## src/rtl/pipe_stage_skid.sv

```systemverilog
// ---------------------------------------------------------------------------
// pipe_stage_skid
//
// Pipeline stage register with a valid/ready handshake on both sides, a
// one-entry skid buffer and a synchronous flush. It carries a WIDTH-bit packed
// bundle of control/data fields from one pipeline stage to the next.
//
// The skid entry lets the downstream stage stall without a combinational
// ready path from out_ready back to in_ready. The hazard unit can squash the
// held contents into bubbles with flush.
//
// Handshake semantics (both sides):
//   A transfer happens on a rising clk edge when valid and ready are both 1 in
//   the cycle before that edge. A producer holding valid=1 keeps its data stable
//   until the transfer completes. Ready may be asserted without valid.
//   in_ready is a function of registered state, flush and reset only.
//
// Parameters
//   WIDTH   bit width of the packed stage bundle
//   BUBBLE  value shown on out_data whenever the stage holds nothing
//
// Ports
//   clk        in   rising-edge clock
//   reset      in   synchronous, active-high reset (same effect as flush)
//   flush      in   synchronous squash of every held entry
//   in_valid   in   upstream offers in_data
//   in_ready   out  stage accepts in_data this cycle
//   in_data    in   upstream bundle
//   out_valid  out  out_data holds a live entry
//   out_ready  in   downstream consumes out_data this cycle
//   out_data   out  oldest held bundle, or BUBBLE when empty
//   occupancy  out  number of held entries, 0..2 (this is the FSM state)
// ---------------------------------------------------------------------------
module pipe_stage_skid #(
    parameter int               WIDTH  = 32,
    parameter logic [WIDTH-1:0] BUBBLE = '0
) (
    input  logic             clk,
    input  logic             reset,
    input  logic             flush,
    input  logic             in_valid,
    output logic             in_ready,
    input  logic [WIDTH-1:0] in_data,
    output logic             out_valid,
    input  logic             out_ready,
    output logic [WIDTH-1:0] out_data,
    output logic [1:0]       occupancy
);

    // The encoding equals the number of held entries, so the state vector
    // doubles as the occupancy output.
    typedef enum logic [1:0] {
        ST_EMPTY = 2'd0,
        ST_ONE   = 2'd1,
        ST_FULL  = 2'd2
    } state_e;

    state_e           state_q, state_d;
    logic [WIDTH-1:0] main_q,  main_d;   // oldest entry, drives out_data
    logic [WIDTH-1:0] skid_q,  skid_d;   // second entry, only while FULL

    logic push;
    logic pop;

    // ------------------------------------------------------------------
    // Handshake outputs
    // ------------------------------------------------------------------
    // in_ready is deliberately independent of out_ready: the skid entry
    // absorbs the one extra push that can arrive after a downstream stall.
    assign in_ready  = (state_q != ST_FULL) & ~flush & ~reset;
    assign out_valid = (state_q != ST_EMPTY);
    assign out_data  = main_q;
    assign occupancy = state_q;

    assign push = in_valid  & in_ready;
    assign pop  = out_valid & out_ready;

    // ------------------------------------------------------------------
    // Next-state and datapath
    // ------------------------------------------------------------------
    always_comb begin
        state_d = state_q;
        main_d  = main_q;
        skid_d  = skid_q;

        if (flush) begin
            // A pop in this cycle still completes downstream. Only what
            // remains is discarded. in_ready is low, so nothing is pushed.
            state_d = ST_EMPTY;
            main_d  = BUBBLE;
            skid_d  = BUBBLE;
        end else begin
            unique case (state_q)
                ST_EMPTY: begin
                    if (push) begin
                        state_d = ST_ONE;
                        main_d  = in_data;
                    end
                end

                ST_ONE: begin
                    if (push && pop) begin
                        // The new entry replaces the departing one directly.
                        state_d = ST_ONE;
                        main_d  = in_data;
                    end else if (push) begin
                        state_d = ST_FULL;
                        skid_d  = in_data;
                    end else if (pop) begin
                        state_d = ST_EMPTY;
                        main_d  = BUBBLE;
                    end
                end

                ST_FULL: begin
                    // in_ready is low here, so the only event is a pop.
                    if (pop) begin
                        state_d = ST_ONE;
                        main_d  = skid_q;
                        skid_d  = BUBBLE;
                    end
                end

                default: begin
                    // Unreachable encoding: recover to a clean empty stage.
                    state_d = ST_EMPTY;
                    main_d  = BUBBLE;
                    skid_d  = BUBBLE;
                end
            endcase
        end
    end

    // ------------------------------------------------------------------
    // State registers. Reset is the only source of initial values.
    // ------------------------------------------------------------------
    always_ff @(posedge clk) begin
        if (reset) begin
            state_q <= ST_EMPTY;
            main_q  <= BUBBLE;
            skid_q  <= BUBBLE;
        end else begin
            state_q <= state_d;
            main_q  <= main_d;
            skid_q  <= skid_d;
        end
    end

endmodule
```

## config.mk

```make
export PLATFORM = sky130hd
export DESIGN_NAME = pipe_stage_skid
export DESIGN_NICKNAME = d
export VERILOG_FILES = /design/src/rtl/pipe_stage_skid.sv
export SDC_FILE = /design/constraint.sdc
export NUM_CORES = 1
export LEC_CHECK = 0
export CORE_ASPECT_RATIO = 1.5
export CORE_MARGIN = 2
export CORE_UTILIZATION = 45
export DETAILED_ROUTE_END_ITERATION = 16
export GPL_TIMING_DRIVEN = 0
export PLACE_DENSITY = 0.72
export SLEW_MARGIN = 20
export SYNTH_ARGS = -nofsm -noshare
export SYNTH_HDL_FRONTEND = slang
export SYNTH_SLANG_ARGS = --single-unit
```

## constraint.sdc

```tcl
create_clock -name clk -period 2.05 [get_ports clk]
set_input_delay 0.41 -clock clk [delete_from_list [all_inputs] [get_ports clk]]
set_output_delay 0.41 -clock clk [all_outputs]
set_load 0.005 [all_outputs]
```

==> results of run 1 <==
## sequential cells by signal, summed over array words and instances (netlist names)
signal	flops
out_data	32
skid_q	32
occupancy	2
## metrics by stage
stage          power (W)  utilization
6_report         0.00337        0.599
5_1_grt          0.00348        0.599
4_1_cts          0.00338        0.600
3_5_place_dp     0.00183        0.563
3_3_place_gp     0.00183        0.563
2_1_floorplan    0.00163            -
## synth_stat cells, types with 2 or more instances
cell                       instances  area, sq um
sky130_fd_sc_hd__inv_2             2         7.51
sky130_fd_sc_hd__buf_8             2         30.0
sky130_fd_sc_hd__nor4b_2           2         30.0
sky130_fd_sc_hd__dfxtp_1          66         1320
sky130_fd_sc_hd__o21ai_1          33          165
sky130_fd_sc_hd__nand3_1          32          160
sky130_fd_sc_hd__o32ai_2          29          472
sky130_fd_sc_hd__buf_4             3         22.5
sky130_fd_sc_hd__nor2_1           35          131
sky130_fd_sc_hd__a21oi_1           2         10.0
sky130_fd_sc_hd__o32ai_1           3         26.3
sky130_fd_sc_hd__mux2i_1          33          330
sky130_fd_sc_hd__nand2_1          65          244
sky130_fd_sc_hd__buf_6            11          124
sky130_fd_sc_hd__or2_1             2         12.5
sky130_fd_sc_hd__clkbuf_1         12         45.0
sky130_fd_sc_hd__a32oi_1          32          280
sky130_fd_sc_hd__buf_2            17         85.1
## layout make-up
class,count,area (sq um),share of cell area
Buffer,44,305,0.0644
Clock buffer,14,264,0.0557
Clock inverter,2,35.0,0.00740
Inverter,2,7.51,0.00158
Multi-Input combinational cell,277,1960,0.414
Sequential cell,66,1320,0.279
Tap cell,105,131,0.0277
Timing Repair Buffer,72,708,0.149
## cells by family (layout without fill, tap and decap cells)
| kind of cell | count (synthesis) | count (layout) |
|---|---|---|
| AND/OR/NAND/NOR | 140 | 140 |
| flip-flops | 66 | 66 |
| multiplexers | 33 | 33 |
| AO/OA/AOI/OAI | 104 | 104 |
| buffers and inverters | 48 | 134 |
## placed cells by master (no fill, tap or decap), types with 3 or more instances in the layout
master                            Yosys  layout
sky130_fd_sc_hd__clkdlybuf4s50_1      0      68
sky130_fd_sc_hd__nand2_1             65      65
sky130_fd_sc_hd__dfxtp_1             66      65
sky130_fd_sc_hd__nor2_1              35      35
sky130_fd_sc_hd__o21ai_1             33      33
sky130_fd_sc_hd__mux2i_1             33      33
sky130_fd_sc_hd__nand3_1             32      32
sky130_fd_sc_hd__a32oi_1             32      32
sky130_fd_sc_hd__o32ai_2             29      29
sky130_fd_sc_hd__buf_2               17      16
sky130_fd_sc_hd__clkbuf_1            12      13
sky130_fd_sc_hd__buf_6               11      11
sky130_fd_sc_hd__clkbuf_16            0       9
sky130_fd_sc_hd__clkbuf_2             0       4
sky130_fd_sc_hd__o32ai_1              3       3
## timing repair
action	CTS	global route
pin swaps	0	0
hold buffers	0	0
endpoints found under the setup margin	2	19
gates resized for setup	6	8
## per-layer routing
metal	vias up	global-route usage
met3	15	0.0372
met1	1609	0.278
met4	0	0.125
met2	114	0.408
li1	1611	-
met5	-	0
## worst paths after layout
kind	from	end	slack [ns]	cells after the start
setup / recovery	in_valid	skid_q[15]	0.05	5
hold / removal	skid_q[28]	skid_q[28]	0.45	2
setup reg to reg	occupancy[1]	out_data[31]	0.34	7
hold reg to reg	skid_q[28]	skid_q[28]	0.45	2
## power by group through the flow
stage / Sequential, W / Combinational (W) / Clock (W)
5_1_grt: 0.00132 / 0.000530 / 0.00163
6_report: 0.00131 / 0.000493 / 0.00156
3_5_place_dp: 0.00134 / 0.000493 / 0
4_1_cts: 0.00131 / 0.000493 / 0.00157
3_3_place_gp: 0.00134 / 0.000486 / 0
2_1_floorplan: 0.00134 / 0.000288 / 0
## worst reg2reg max path, stage by stage (launching register included)
cell and delay, ns:
sky130_fd_sc_hd__dfxtp_1 0.34, sky130_fd_sc_hd__buf_6 0.16, sky130_fd_sc_hd__buf_12 0.19, sky130_fd_sc_hd__buf_4 0.24, sky130_fd_sc_hd__mux2i_1 0.28, sky130_fd_sc_hd__o32ai_2 0.12, sky130_fd_sc_hd__a32oi_1 0.20, sky130_fd_sc_hd__nor2_1 0.06
==> key figures, run 1 <==
GRT
  – First-pass GRT wire length: 16.3 mm
  – Pin count of the biggest net entering global routing: 20
  – Overflow after GRT: 0
  – Number of antenna violations at the first check in global routing: 0
  – Via count of the first global-routing pass: 3317
  – All-layer global routing usage: 0.235

Clocking
  – Source-to-sink clock delay at the later pin of the worst-skew pair: 0.33 ns
  – Post-CTS Setup Inserts: 0
  – TritonCTS clock tree: yes
  – H-tree depth: 3
  – Sink Count: 66
  – CTS clock-pin slew for the worst setup and hold paths: 0.05 ns
  – Maximum clock insertion buffer count: 2
  – Root buffer selected by CTS: sky130_fd_sc_hd__clkbuf_16
  – Total CTS buffers: 9

Power
  – Clk pwr share: 0.463
  – Net switching power: 0.000830 W
  – Static leakage: 1.52 nW
  – Maximum vdd drop: 421 uV
  – Ratio of total power to cell area: 711 nW/um^2
  – Share of total power in sequential cells: 0.390
  – Fraction of power spent switching nets: 0.247
  – Share of total power in combinational logic: 0.146
  – Internal cell power: 0.00254 W

Drt
  – DR vias/cell: 5.75
  – Drt wl/cell: 17.2 um
  – Antenna Nets Post-Route: 0
  – Total length of routed met2 wires: 5.10 mm
  – Iteration count of the initial detailed-routing pass: 6
  – Routed length on met1: 4.24 mm
  – Number of DRC markers after the initial detailed-route iteration: 213
  – Overall routed net length: 10.0 mm
  – # DRC: 0
  – Routed via count: 3349
  – Uppermost layer routed: met4
  – Met3 WL post-DR: 433 um

Yosys
  – Number of flops mapped to enable cells by yosys: 0
  – Post-synthesis mux area share: 0.0917
  – Post-synthesis share of cell area spent on and, or, nand and nor gates: 0.174
  – Xor/xnor cell area share of the yosys netlist: 0
  – Share of synthesized area occupied by flip-flops and latches: 0.367
  – Mean area per synthesized cell: 9.21 sq um
  – Post-synthesis sequential element count: 66
  – Post-synth cell types: 28
  – Flip-flop cell with the highest count after synthesis: sky130_fd_sc_hd__dfxtp_1
  – Post-Syn Instances: 391
  – Post-Syn Nets: 428
  – Yosys warnings: 0
  – Synth Area in Compound Gates: 0.279
  – Synth async-reset ratio: 0
  – Combinational family with the most area after synthesis: compound AO/OA/AOI/OAI gates
  – Area of the mapped netlist: 3600 sq um
  – Adder-cell share of the synthesized area: 0

Timing
  – Final total negative setup slack: 0 ns
  – Hold Fails Final Rpt: 0
  – Slack of the critical path: 0.0515 ns
  – F_max: 0.500 GHz
  – Post-layout minimum cycle time: 2.00 ns
  – Tightest hold margin: 0.455 ns
  – Pins Over Slew Limit: 0
  – Unrepaired setup endpoints after global routing: false
  – Endpoints failing setup: 0
  – Worst clock skew: 0.00349 ns
  – Actual slew at the worst max-slew pin: 0.520 ns
  – Final worst path period share: 0.975
  – Worst-case headroom to the max-slew limit: 0.653

Place
  – Post-detail-place hpwl: 7.05 mm
  – Final weighted congestion in routability-driven placement: 0.826
  – Placement Setup Slack: -0.474 ns
  – Placed cells: 568
  – Area of placed instances: 4450 sq um
  – PortBufs: 72

Finish
  – Number of diodes: 0
  – Area delta synth->final: 31.5%
  – Final cell count without fillers: 582
  – Nets@finish: 509
  – Fraction of layout instances using a drive strength above 1: 0.182
  – Number of fill cells in the layout: 743
  – Finished layout cell area: 4740 sq um

Floorplan
  – Number of top-level pins: 73
  – Die Footprint: 8750 sq um
  – Number of rows in the core area: 40
  – Initial cell density of the core: 0.456
  – Total core area: 7910 sq um
  – Vertical extent of the die: 114 um
  – Die Wd: 77.1 um

Critical path
  – Slowest cell on the critical path: sky130_fd_sc_hd__clkdlybuf4s50_1
  – Worst-path fanout max: 10
  – Total buffers and inverters traversed by the critical path: 2
  – Startpoint class of the critical path: input pin
  – Maximum cell stage delay along the critical path: 0.58 ns
  – Kind of critical path: in -> reg
  – Worst Setup End Kind: flip-flop
  – Top Family by Delay on Critical Path: buffers and inverters
  – Required time at the endpoint of the critical path: 2.26 ns
  – Ordered list of cells on the worst path: clkdlybuf4s50_1, nor4b_2, o22ai_2, clkbuf_1, o21ai_1
  – Crit path arrival time: 2.20 ns

Min path
  – Worst hold path type: reg -> reg

Outcome
  – Result of the run: completed

Run
  – Max-capacitance violation count: 0
Power figures use the tool's default switching activity.
==> run 2: changes to the inputs <==
- GPL_ROUTABILITY_DRIVEN: default -> 0
==> results of run 2 <==
Same layout as run 1: the final DEF is identical, and so are final timing and power.
==> run 3: changes to the inputs <==
- PLACE_DENSITY: 0.72 -> 0.75
- clock period: 2.05 -> 1.7 ns (I/O delays scaled with it)
==> run 3 against run 2 <==
  * Cell area increased by 4.9%
  * Clock skew about the same
  * Final cell count increased by 1.0%
  * Die area unchanged
  * Via count increased by 2.3%
  * Sequential share of layout area decreased by 1.2 points
  * First-iteration DRC count decreased by 2.3%
  * Register-to-register slack got worse by 0.26 ns
  * Clock-buffer cell count increased by 1
  * Sequential cell count unchanged
  * Sequential power increased by 21%
  * Global-route usage increased by 0.28 points
  * Largest cell class unchanged
  * Largest power group unchanged
==> key figures, run 3 (synthesis gave the netlist of run 1 again) <==
Outcome
  – Result of the run: completed

Drt
  – Antenna Nets Post-Route: 0 (unchanged)
  – Routed via count: 3427 (+2.3%)
  – Number of DRC markers after the initial detailed-route iteration: 208 (-2.3%)
  – Drt wl/cell: 17.7 um (+3.2%)
  – Overall routed net length: 10.4 mm (+4.3%)
  – Iteration count of the initial detailed-routing pass: 5 (-1)
  – # DRC: 0 (unchanged)
  – DR vias/cell: 5.83 (+1.3%)

Timing
  – Worst-case headroom to the max-slew limit: 0.665 (+0.0118)
  – Final worst path period share: 0.964
  – Pins Over Slew Limit: 0 (unchanged)
  – Actual slew at the worst max-slew pin: 0.502 ns (-0.0178 ns)
  – F_max: 0.610 GHz
  – Hold Fails Final Rpt: 0 (unchanged)
  – Slack of the critical path: 0.0617 ns (+0.0102 ns)
  – Tightest hold margin: 0.452 ns (-0.00300 ns)
  – Endpoints failing setup: 0 (unchanged)
  – Worst clock skew: 0.00387 ns (+0.000386 ns)
  – Post-layout minimum cycle time: 1.64 ns

Critical path
  – Slowest cell on the critical path: sky130_fd_sc_hd__dfxtp_4
  – Ordered list of cells on the worst path: buf_6, or2_4, buf_6
  – Maximum cell stage delay along the critical path: 0.38 ns (-0.20 ns)
  – Worst-path fanout max: 19 (+9)
  – Crit path arrival time: 1.30 ns (-0.90 ns)
  – Startpoint class of the critical path: flip-flop
  – Worst Setup End Kind: output port
  – Kind of critical path: reg -> out
  – Required time at the endpoint of the critical path: 1.36 ns (-0.90 ns)
  – Crit-path most repeated cell: sky130_fd_sc_hd__buf_6

Finish
  – Number of diodes: 0 (unchanged)
  – FF+latch area: 1330 sq um (+0.28%)
  – Finished layout cell area: 4970 sq um (+4.9%)
  – Area delta synth->final: 38.0%
  – Number of fill cells in the layout: 692 (-6.9%)
  – Fraction of layout instances using a drive strength above 1: 0.236 (+0.0536)
  – Most frequent cells in the layout: sky130_fd_sc_hd__clkdlybuf4s50_1 (66), sky130_fd_sc_hd__nand2_1 (65), sky130_fd_sc_hd__dfxtp_1 (64)
  – Area of the multi-input gates: 2090 sq um (+6.2%)
  – Commonest non-fill, non-tap cell in the layout: sky130_fd_sc_hd__clkdlybuf4s50_1
  – Final cell count without fillers: 588 (+1.0%)
  – Nets@finish: 515 (+1.2%)

GRT
  – Pin count of the biggest net entering global routing: 11 (-45%)
  – Via count of the first global-routing pass: 3313 (-0.12%)
  – First-pass GRT wire length: 16.5 mm (+1.1%)
  – All-layer global routing usage: 0.238 (+0.00276)
  – Number of antenna violations at the first check in global routing: 0 (unchanged)
  – Overflow after GRT: 0 (unchanged)

Clocking
  – CTS clock-pin slew for the worst setup and hold paths: 0.05 ns (about the same)
  – Number of buffers inserted by hold repair at cts: 0 (unchanged)
  – Maximum clock insertion buffer count: 2 (unchanged)
  – Sink Count: 66 (unchanged)
  – Source-to-sink clock delay at the later pin of the worst-skew pair: 0.34 ns (about the same)
  – Root buffer selected by CTS: sky130_fd_sc_hd__clkbuf_16
  – Total CTS buffers: 9 (unchanged)
  – TritonCTS clock tree: yes
  – H-tree depth: 3 (unchanged)

Power
  – Overall power: 0.00419 W (+24%)
  – Ratio of total power to cell area: 843 nW/um^2 (+19%)
  – Maximum vdd drop: 589 uV (+40%)
  – Static leakage: 1.61 nW (+6.2%)

Place
  – Placement Setup Slack: -0.689 ns (-0.215 ns)
  – PortBufs: 72 (unchanged)
  – Area of placed instances: 4450 sq um (unchanged)
  – Post-detail-place hpwl: 7.06 mm (+0.11%)
  – Placed cells: 568 (unchanged)

Floorplan
  – Total core area: 7910 sq um (unchanged)
  – Number of top-level pins: 73 (unchanged)
  – Initial cell density of the core: 0.456 (unchanged)
  – Die Footprint: 8750 sq um (unchanged)
  – Number of rows in the core area: 40 (unchanged)
  – Die Wd: 77.1 um (unchanged)
  – Vertical extent of the die: 114 um (unchanged)

Min path
  – Worst hold path type: in -> reg

Run
  – Max-capacitance violation count: 0 (unchanged)
## run 3: cell types whose count changed in the layout (fill, tap and decap cells not counted), moves of 3 or more
cell,change
sky130_fd_sc_hd__a32oi_1,-6
sky130_fd_sc_hd__a32oi_2,+6
sky130_fd_sc_hd__clkbuf_1,-6
sky130_fd_sc_hd__buf_4,+4
sky130_fd_sc_hd__mux2i_1,-4
sky130_fd_sc_hd__buf_6,+3
sky130_fd_sc_hd__clkbuf_4,+3
sky130_fd_sc_hd__mux2i_2,+3
## run 3: power breakdown
part	switching, W	internal (W)	leakage, nW	total, W
Clock	0.000666	0.00130	0.156	0.00196
Sequential	0.0000162	0.00157	0.534	0.00159
Combinational	0.000343	0.000301	0.924	0.000644
Total	0.00103	0.00317	1.61	0.00419
## run 3: metal layers
layer,global-route usage,routed length [um],vias up
met1,0.279,4410,1671
li1,-,-,1632
met5,0,0,-
met2,0.413,5320,105
met3,0.0396,436,19
met4,0.126,258,0
## run 3: final cells by class
type / count / area share
clock buffer: 15 / 0.0579
buffer: 44 / 0.0700
clock inverter: 1 / 0.00604
tap: 105 / 0.0264
timing repair buffer: 78 / 0.152
inverter: 2 / 0.00151
multi-input combinational: 277 / 0.420
sequential: 66 / 0.267
## run 3: worst paths after layout
kind	start	to	slack, ns	cells after the start
hold reg to reg	skid_q[24]	skid_q[24]	0.45	2
hold / removal	reset	skid_q[28]	0.45	4
setup reg to reg	occupancy[0]	out_data[26]	0.08	5
setup / recovery	occupancy[0]	out_valid	0.06	3
## run 3: repair_timing
action                     CTS  global route
pin swaps                    0             3
hold endpoints to repair     0             0
resized for setup           33            33
setup endpoints to repair   57            33
setup buffers                6             1
## run 3: critical path, delay by kind of cell, from the launching register on
| kind | cells | cell delay (ns) |
|---|---|---|
| flip-flops | 1 | 0.38 |
| buffers and inverters | 2 | 0.30 |
| AND/OR/NAND/NOR | 1 | 0.27 |
## run 3: metrics by stage
stage | util | setup TNS [ns]
floorplan | - | 0
global placement | 0.563 | -26.19
detailed placement | 0.563 | -29.27
CTS | 0.614 | -0.0560
global route | 0.628 | -0.000945
finish | 0.628 | 0
